File: src/rtl/prim_fifo_sync_wm.sv
// prim_fifo_sync_wm: synchronous valid/ready FIFO with registered occupancy,
// programmable almost-full/almost-empty watermarks, explicit empty flag and
// sticky overflow/underflow flags.
// Optional feature macro: PRIM_FIFO_DROP_CNT_EN enables a saturating 16-bit
// dropped-write counter on drop_cnt_o; when undefined drop_cnt_o is tied to 0.
module prim_fifo_sync_wm #(
    parameter int unsigned Width             = 16,
    parameter int unsigned Depth             = 8,
    parameter bit          Pass              = 1'b1,
    parameter bit          OutputZeroIfEmpty = 1'b1,
    localparam int unsigned DepthW           = $clog2(Depth + 1)
) (
    input  logic              clk_i,
    input  logic              rst_i,
    input  logic              clr_i,
    input  logic              wvalid_i,
    output logic              wready_o,
    input  logic [Width-1:0]  wdata_i,
    output logic              rvalid_o,
    input  logic              rready_i,
    output logic [Width-1:0]  rdata_o,
    output logic              full_o,
    output logic              empty_o,
    output logic [DepthW-1:0] depth_o,
    input  logic [DepthW-1:0] af_thr_i,
    input  logic [DepthW-1:0] ae_thr_i,
    output logic              almost_full_o,
    output logic              almost_empty_o,
    output logic              ovf_o,
    output logic              udf_o,
    input  logic              err_clr_i,
    output logic [15:0]       drop_cnt_o
);

    // Pointer value field width; the extra MSB is a wrap flag
    localparam int unsigned PtrVW = (Depth > 1) ? $clog2(Depth) : 1;
    localparam int unsigned PtrW  = PtrVW + 1;

    // Depth 0/1 is not a meaningful configuration for this primitive
    if (Depth < 2) begin : gen_depth_chk
        $error("prim_fifo_sync_wm: Depth must be >= 2");
    end

    logic                under_rst;
    logic [PtrW-1:0]     wptr;
    logic [PtrW-1:0]     rptr;
    logic [DepthW-1:0]   count;
    logic [Width-1:0]    mem [Depth];

    logic                full_c;
    logic                empty_c;
    logic                pass_c;
    logic                wr_acc_c;
    logic                rd_acc_c;
    logic                wr_store_c;
    logic                rd_store_c;
    logic                ovf_set_c;
    logic                udf_set_c;
    logic [Width-1:0]    rdata_raw_c;

    // Advance a pointer; value field wraps at Depth-1 and toggles the wrap flag
    function automatic logic [PtrW-1:0] ptr_inc(input logic [PtrW-1:0] p);
        if (p[PtrVW-1:0] == PtrVW'(Depth - 1)) begin
            return {~p[PtrW-1], {PtrVW{1'b0}}};
        end
        return {p[PtrW-1], p[PtrVW-1:0] + PtrVW'(1)};
    endfunction

    // Status and handshake decode
    assign full_c  = (wptr[PtrVW-1:0] == rptr[PtrVW-1:0]) && (wptr[PtrW-1] != rptr[PtrW-1]);
    assign empty_c = (count == '0);

    assign wready_o = ~full_c & ~under_rst;
    assign rvalid_o = ~under_rst & (~empty_c | (Pass & wvalid_i));

    // Pass-through consumes the write directly, leaving storage untouched
    assign pass_c     = Pass & empty_c & wvalid_i & rready_i;
    assign wr_acc_c   = wvalid_i & wready_o & ~clr_i;
    assign rd_acc_c   = rvalid_o & rready_i & ~clr_i;
    assign wr_store_c = wr_acc_c & ~pass_c;
    assign rd_store_c = rd_acc_c & ~pass_c;

    assign ovf_set_c = wvalid_i & full_c & ~under_rst;
    assign udf_set_c = rready_i & ~rvalid_o & ~under_rst;

    // Pointer, occupancy and post-reset hold state
    always_ff @(posedge clk_i) begin
        if (rst_i) begin
            under_rst <= 1'b1;
            wptr      <= '0;
            rptr      <= '0;
            count     <= '0;
        end else begin
            under_rst <= 1'b0;
            if (clr_i) begin
                wptr  <= '0;
                rptr  <= '0;
                count <= '0;
            end else begin
                if (wr_store_c) wptr <= ptr_inc(wptr);
                if (rd_store_c) rptr <= ptr_inc(rptr);
                if (wr_store_c && !rd_store_c) begin
                    count <= count + DepthW'(1);
                end else if (rd_store_c && !wr_store_c) begin
                    count <= count - DepthW'(1);
                end
            end
        end
    end

    // Storage array; contents need no reset
    always_ff @(posedge clk_i) begin
        if (wr_store_c) mem[wptr[PtrVW-1:0]] <= wdata_i;
    end

    // Sticky error flags: clr_i dominates, then set, then err_clr_i
    always_ff @(posedge clk_i) begin
        if (rst_i || clr_i) begin
            ovf_o <= 1'b0;
            udf_o <= 1'b0;
        end else begin
            if (ovf_set_c)      ovf_o <= 1'b1;
            else if (err_clr_i) ovf_o <= 1'b0;
            if (udf_set_c)      udf_o <= 1'b1;
            else if (err_clr_i) udf_o <= 1'b0;
        end
    end

    // Read data path with pass-through and optional zeroing
    assign rdata_raw_c = (Pass && empty_c) ? wdata_i : mem[rptr[PtrVW-1:0]];
    assign rdata_o     = (OutputZeroIfEmpty && !rvalid_o) ? '0 : rdata_raw_c;

    // Occupancy and watermark outputs
    assign full_o         = full_c;
    assign empty_o        = empty_c;
    assign depth_o        = count;
    assign almost_full_o  = (count >= af_thr_i);
    assign almost_empty_o = (count <= ae_thr_i);

`ifdef PRIM_FIFO_DROP_CNT_EN
    logic [15:0] drop_cnt;
    logic        drop_inc_c;

    assign drop_inc_c = wvalid_i & ~wready_o & ~under_rst;

    // Saturating dropped-write counter; an increment beats err_clr_i
    always_ff @(posedge clk_i) begin
        if (rst_i || clr_i) begin
            drop_cnt <= 16'h0000;
        end else if (drop_inc_c) begin
            if (drop_cnt != 16'hFFFF) drop_cnt <= drop_cnt + 16'd1;
        end else if (err_clr_i) begin
            drop_cnt <= 16'h0000;
        end
    end

    assign drop_cnt_o = drop_cnt;
`else
    assign drop_cnt_o = 16'h0000;
`endif

endmodule

File: config.mk
export PLATFORM = sky130hd
export DESIGN_NAME = prim_fifo_sync_wm
export DESIGN_NICKNAME = d
export VERILOG_FILES = /design/src/rtl/prim_fifo_sync_wm.sv
export SDC_FILE = /design/constraint.sdc
export NUM_CORES = 1
export LEC_CHECK = 0
export ABC_AREA = 1
export CAP_MARGIN = 20
export CORE_MARGIN = 2
export CORE_UTILIZATION = 41
export CTS_CLUSTER_DIAMETER = 100
export DETAILED_ROUTE_END_ITERATION = 7
export PLACE_DENSITY = 0.7
export SLEW_MARGIN = 25
export SYNTH_ARGS = -nofsm -noshare
export SYNTH_HDL_FRONTEND = slang
export SYNTH_SLANG_ARGS = --single-unit
File: constraint.sdc
create_clock -name clk_i -period 2.9 [get_ports clk_i]
set_input_delay 0.58 -clock clk_i [delete_from_list [all_inputs] [get_ports clk_i]]
set_output_delay 0.58 -clock clk_i [all_outputs]
set_load 0.02 [all_outputs]
# == Yosys cells after proc, flatten, opt, wreduce, memory -nomap -nowiden ==
# Memory sizes are Yosys's and may differ from the RTL's. A register that Yosys moved wholly into a read port is not among the register bits.
# Cells that the tools add are included.
# totals
reg_bits,15
input_bits,30
word_cells,79
out_inout_bits,44
mem_bits_rw,128
n_memories,1
# op_classes
n_mux,24
n_eq_ne,4
add_sub_neg,4
magnitude_cmp,2
n_bitwise,23
reduce_logical,13
# memory_table
name,words,word_bits,read_ports,rd_ports_with_merged_regs,write_ports,line_no,source
mem,8,16,1,1,1,48,logic [Width-1:0] mem [Depth];
# op_table
cell,n
2-to-1 mux 16 bit,2
2-to-1 mux 4 bit,4
AND 1 bit,14
2-to-1 mux 1 bit,14
2-to-1 mux 3 bit,4
inverter 1 bit,8
adder 3 x 1 -> 3 bit (second input constant),2
== test 3 bit (second input constant),2
nonzero test 2 bit,3
adder 4 x 1 -> 4 bit (second input constant),1
>= comparator 4 bit,1
<= comparator 4 bit,1
zero test 4 bit,1
AND reduction 2 bit,2
subtractor 4 x 1 -> 4 bit (second input constant),1
== test 3 bit,1
logical AND 1 bit,3
zero test 1 bit,2
OR reduction 2 bit,1
logical OR 1 bit,1
!= test 1 bit,1
bitwise OR 1 bit,1

# == Logic depth before layout (Yosys ltp) ==
# logic_depth
ltp_word,13
depth_mapped,17
mapped_depth_nobuf,17

# == Least setup slack after synthesis ==
# OpenSTA, ideal clock, no wires.
# synth_path
path_kind,register to register
startpoint,"register count[0], in the netlist depth_o[0]"
endpoint,memory mem[6][0] (enable)
path_stages_with_launch,8
t_arrival_ns,2.232
synth_period_minus_slack_ns,2.642
setup_time_ns,0.409
path_buffers,1
required_ns,2.491
slack_ns,0.258
path_cell_list,dfxtp_1 nor2_2 nand3_1 nand2_1 inv_1 nand3_4 buf_6 nor3_1
# synth_between
elab_chain_cells,7
# synth_rtl
item,line_no,source
start: declaration,47,logic [DepthW-1:0] count;
start signal: assignment,103,count <= count + DepthW'(1);
start signal: assignment,105,count <= count - DepthW'(1);
zero test 4 bit,71,assign empty_c = (count == '0);
AND 1 bit (2 in series),77,assign pass_c = Pass & empty_c & wvalid_i & rready_i;
inverter 1 bit,80,assign wr_store_c = wr_acc_c & ~pass_c;
AND 1 bit,80,
2-to-1 mux 1 bit,113,if (wr_store_c) mem[wptr[PtrVW-1:0]] <= wdata_i;
2-to-1 mux 1 bit (implied by the code),113,
end: declaration,48,
# Every way passes these cells.

==> impl_results.md <==
- Top FF cell, synth: edfxtp_1
- Slew Limit Fails: 0
- Via count: 4769
- Final wirelength: 15.2 mm
- Synth Area in Compound Gates: 10.1%
- Vias per cell: 5.11
- Worst Path Required: 2.32 ns
- # Post-CTS Setup Buffers: 0
- Synth unique cells: 33
- DIE HEIGHT: 130 um
- Critical Path Fanout Max: 32
- # diodes: 0
- Minimum clock period after layout: 2.79 ns
- Power Total: 4.79 mW
- Post-Synth Simple-Gate Area: 14.7%
- Psw: 1.01 mW
- Ratio of cells with drive above 1 in the final layout: 13.2%
- CP endpoint kind: output port
- Sequential share of power: 47.9%
- Period utilisation layout: 96.3%
- Initial DRC count: 529
- CTS tree: yes
- Initial antenna violation count: 0
- Critical path class: register to output port
- Worst VDD drop: 0.448 mV
- Combinational family with the most area after synthesis: simple AND/OR/NAND/NOR gates
- Seq/Total Area, Yosys: 64.3%
- Overall die width: 130 um
- Synth Area per Inst: 10.6 um^2
- Final hold slack: 0.475 ns
- Asr flop ratio synth: 0%
- Synth Area in XOR/XNOR: 0.268%
- Count of flip-flops with a built-in enable after synthesis: 128
- Outcome: finished, final reports clean
- Max-Cap Viols: 0
- Part of the power in the clock network: 45.4%
- Final std cells w/o fill: 933
- Gpl congestion: 0.809
- Number of global-route vias before repair: 4553
- Post-synthesis mux area share: 0%
- First-pass GRT wire length: 23.2 mm
- Hold depth: 2
- Worst r2r dst: depth_o[3]$_SDFFE_PP0P_
- Core Footprint: 15700 um^2
- Nets@finish: 750
- Logic pwr share: 6.6%
- Starting density of the core: 41.6%
- Maximum clock frequency: 0.358 GHz
- Clock Sinks: 146
- Hold Vio Cnt, Final: 0
- HP Class: register to register
- # setup viols final: 0
- R2R Path Start: wptr[0]$_SDFFE_PP0P_
- DR DRC count: 0
- Worst Hold End: ovf_o$_SDFFE_PP0P_
- Total gr overflow: 0
- R2R setup slack: 0.42 ns
- Synth Warn #: 0
- Top-Level Pins: 74
- Register bit total from synthesis: 146
- Fin Clk Skew: 0.00795 ns
- Global Route Usage Sum: 18.4%
- Layout Area Growth over Synthesis: 25.6%
- Startpoint Class: register
- Worst Path Arrival: 2.21 ns
- CTS clk-pin slew, worst paths: 0.06 ns
- Pwr dens: 584 nW/um^2
- Wire per inst: 16.2 um
- Post-DP HPWL: 8.95 mm
- Clk buf depth: 2
- Worst r2r path cells: 17
- CTS buffer count: 17
- Sw Share: 21.2%
- Cell internal pwr: 3.78 mW
- Core Rows: 46
- Fraction of the mapped netlist area in adder cells: 3.18%
- Post-synthesis instance total: 617
- Netlist Area Pre-Place: 6530 um^2
- DP Area: 7520 um^2
- Fin area: 8210 um^2
- Hold path start: ovf_o$_SDFFE_PP0P_
- Clock root buffer: clkbuf_16
- Worst skew pair latency: 0.42 ns
- Leak pwr: 3.34 nW
- Final ANT Viol Nets: 0
- H-tree depth: 4
- Die area: 17000 um^2
- Pre-antenna DRT Iters: 5
- Largest net degree at the start of global routing: 37
- Dpl cells: 900
- Port Buffers: 57
## flip-flops by register name, summed over array words and instances, names as in the netlist, named ones only
register   flops
rptr           4
ovf_o          1
wptr           4
depth_o        4
under_rst      1
mem          128
udf_o          1
## Yosys cell counts (2+ instances only)
library cell / count / area share [%]
edfxtp_1: 128 / 59
nor2_1: 103 / 5.9
nand2_1: 84 / 4.8
o21ai_0: 62 / 4.7
inv_1: 51 / 2.9
o22ai_1: 32 / 3.1
nand3_1: 23 / 1.8
dfxtp_1: 18 / 5.5
buf_4: 17 / 2.0
ha_1: 15 / 2.9
a21oi_1: 14 / 1.1
buf_2: 12 / 0.92
o21ai_1: 12 / 0.92
clkbuf_1: 9 / 0.52
nor3_1: 8 / 0.61
nor2_2: 5 / 0.48
buf_6: 3 / 0.52
inv_2: 3 / 0.17
nand2_2: 3 / 0.29
inv_4: 2 / 0.19
## cell usage in the layout (no fill, tap or decap), types with 2 or more instances in the layout
master,count
edfxtp_1,128
nor2_1,103
nand2_1,84
o21ai_0,61
inv_1,51
clkdlybuf4s50_1,41
o22ai_1,32
buf_4,32
nand3_1,23
clkbuf_16,17
conb_1,16
ha_1,15
dlymetal6s2s_1,15
a21oi_1,14
dfxtp_1,14
o21ai_1,13
nor3_2,8
nor2_2,5
inv_6,4
clkinv_4,4
buf_12,4
nand2_2,3
inv_2,3
dfxtp_2,3
clkbuf_1,3
bufinv_16,3
clkinv_2,2
buf_6,2
## how the worst max path moves through the flow
stage                          endpoint  slack, ns                     from
finish                       rdata_o[4]       0.11                 register
global route                rdata_o[13]     -0.004                 register
CTS                         rdata_o[15]      -0.06                 register
detailed placement       almost_empty_o     -0.005              ae_thr_i[1]
global placement         almost_empty_o       0.03              ae_thr_i[1]
floorplan           mem[6][0]$_DFFE_PP_       0.26  depth_o[0]$_SDFFE_PP0P_
## per-stage QoR
step | setup TNS, ns | utilization, % | worst slack, ns
2_1_floorplan | 0 | - | 0.258
3_3_place_gp | 0 | 47.9 | 0.0284
3_5_place_dp | -0.00461 | 47.9 | -0.00461
4_1_cts | -0.0754 | 51.7 | -0.0601
5_1_grt | -0.00357 | 52.2 | -0.00357
6_report | 0 | 52.2 | 0.107
## critical path: stages, from the launching register on
cell             delay [ns]
dfxtp_4                0.45
buf_12                 0.21
o21ai_0                0.12
o22ai_1                0.17
nand2_1                0.06
nand3_1                0.07
nand2_1                0.06
inv_1                  0.05
clkdlybuf4s50_1        0.59
## final cells by class
type / instances / area [um^2]
clock inverters: 12 / 156
multi-input cells: 387 / 1950
well taps: 216 / 270
repair inverters: 1 / 8.76
inverters: 56 / 228
repair buffers: 95 / 950
flip-flops and latches: 146 / 4210
fillers: 1333 / 7500
clock buffers: 20 / 437
## logic make-up (layout without fill, tap and decap cells)
| group | Yosys count | count (layout) |
|---|---|---|
| simple gates | 230 | 230 |
| other cells | 1 | 16 |
| xor+xnor | 2 | 2 |
| flops | 146 | 146 |
| buf+inv | 99 | 184 |
| fa+ha+maj | 16 | 16 |
| compound gates | 123 | 123 |
## routing by layer
metal	track usage, %	vias to the layer above	wire [um]
li1	-	2266	-
met1	24.0	2268	6350
met2	30.1	212	7380
met3	4.39	23	1200
met4	6.96	0	221
met5	0	-	0
## power groups by stage
stage          Clock, mW  Combinational (mW)  Sequential [mW]
2_1_floorplan          0               0.171             2.34
3_3_place_gp           0               0.310             2.34
3_5_place_dp           0               0.319             2.34
4_1_cts             2.20               0.321             2.30
5_1_grt             2.30               0.349             2.30
6_report            2.18               0.318             2.30
## timing repair
| item | in CTS | in global routing |
|---|---|---|
| endpoints found under the hold margin | 0 | 0 |
| resized for setup | 6 | 27 |
| setup endpoints to repair | 12 | 17 |
| cloned | 0 | 1 |
| hold buffers | 0 | 0 |
Power figures use the tool's default switching activity.
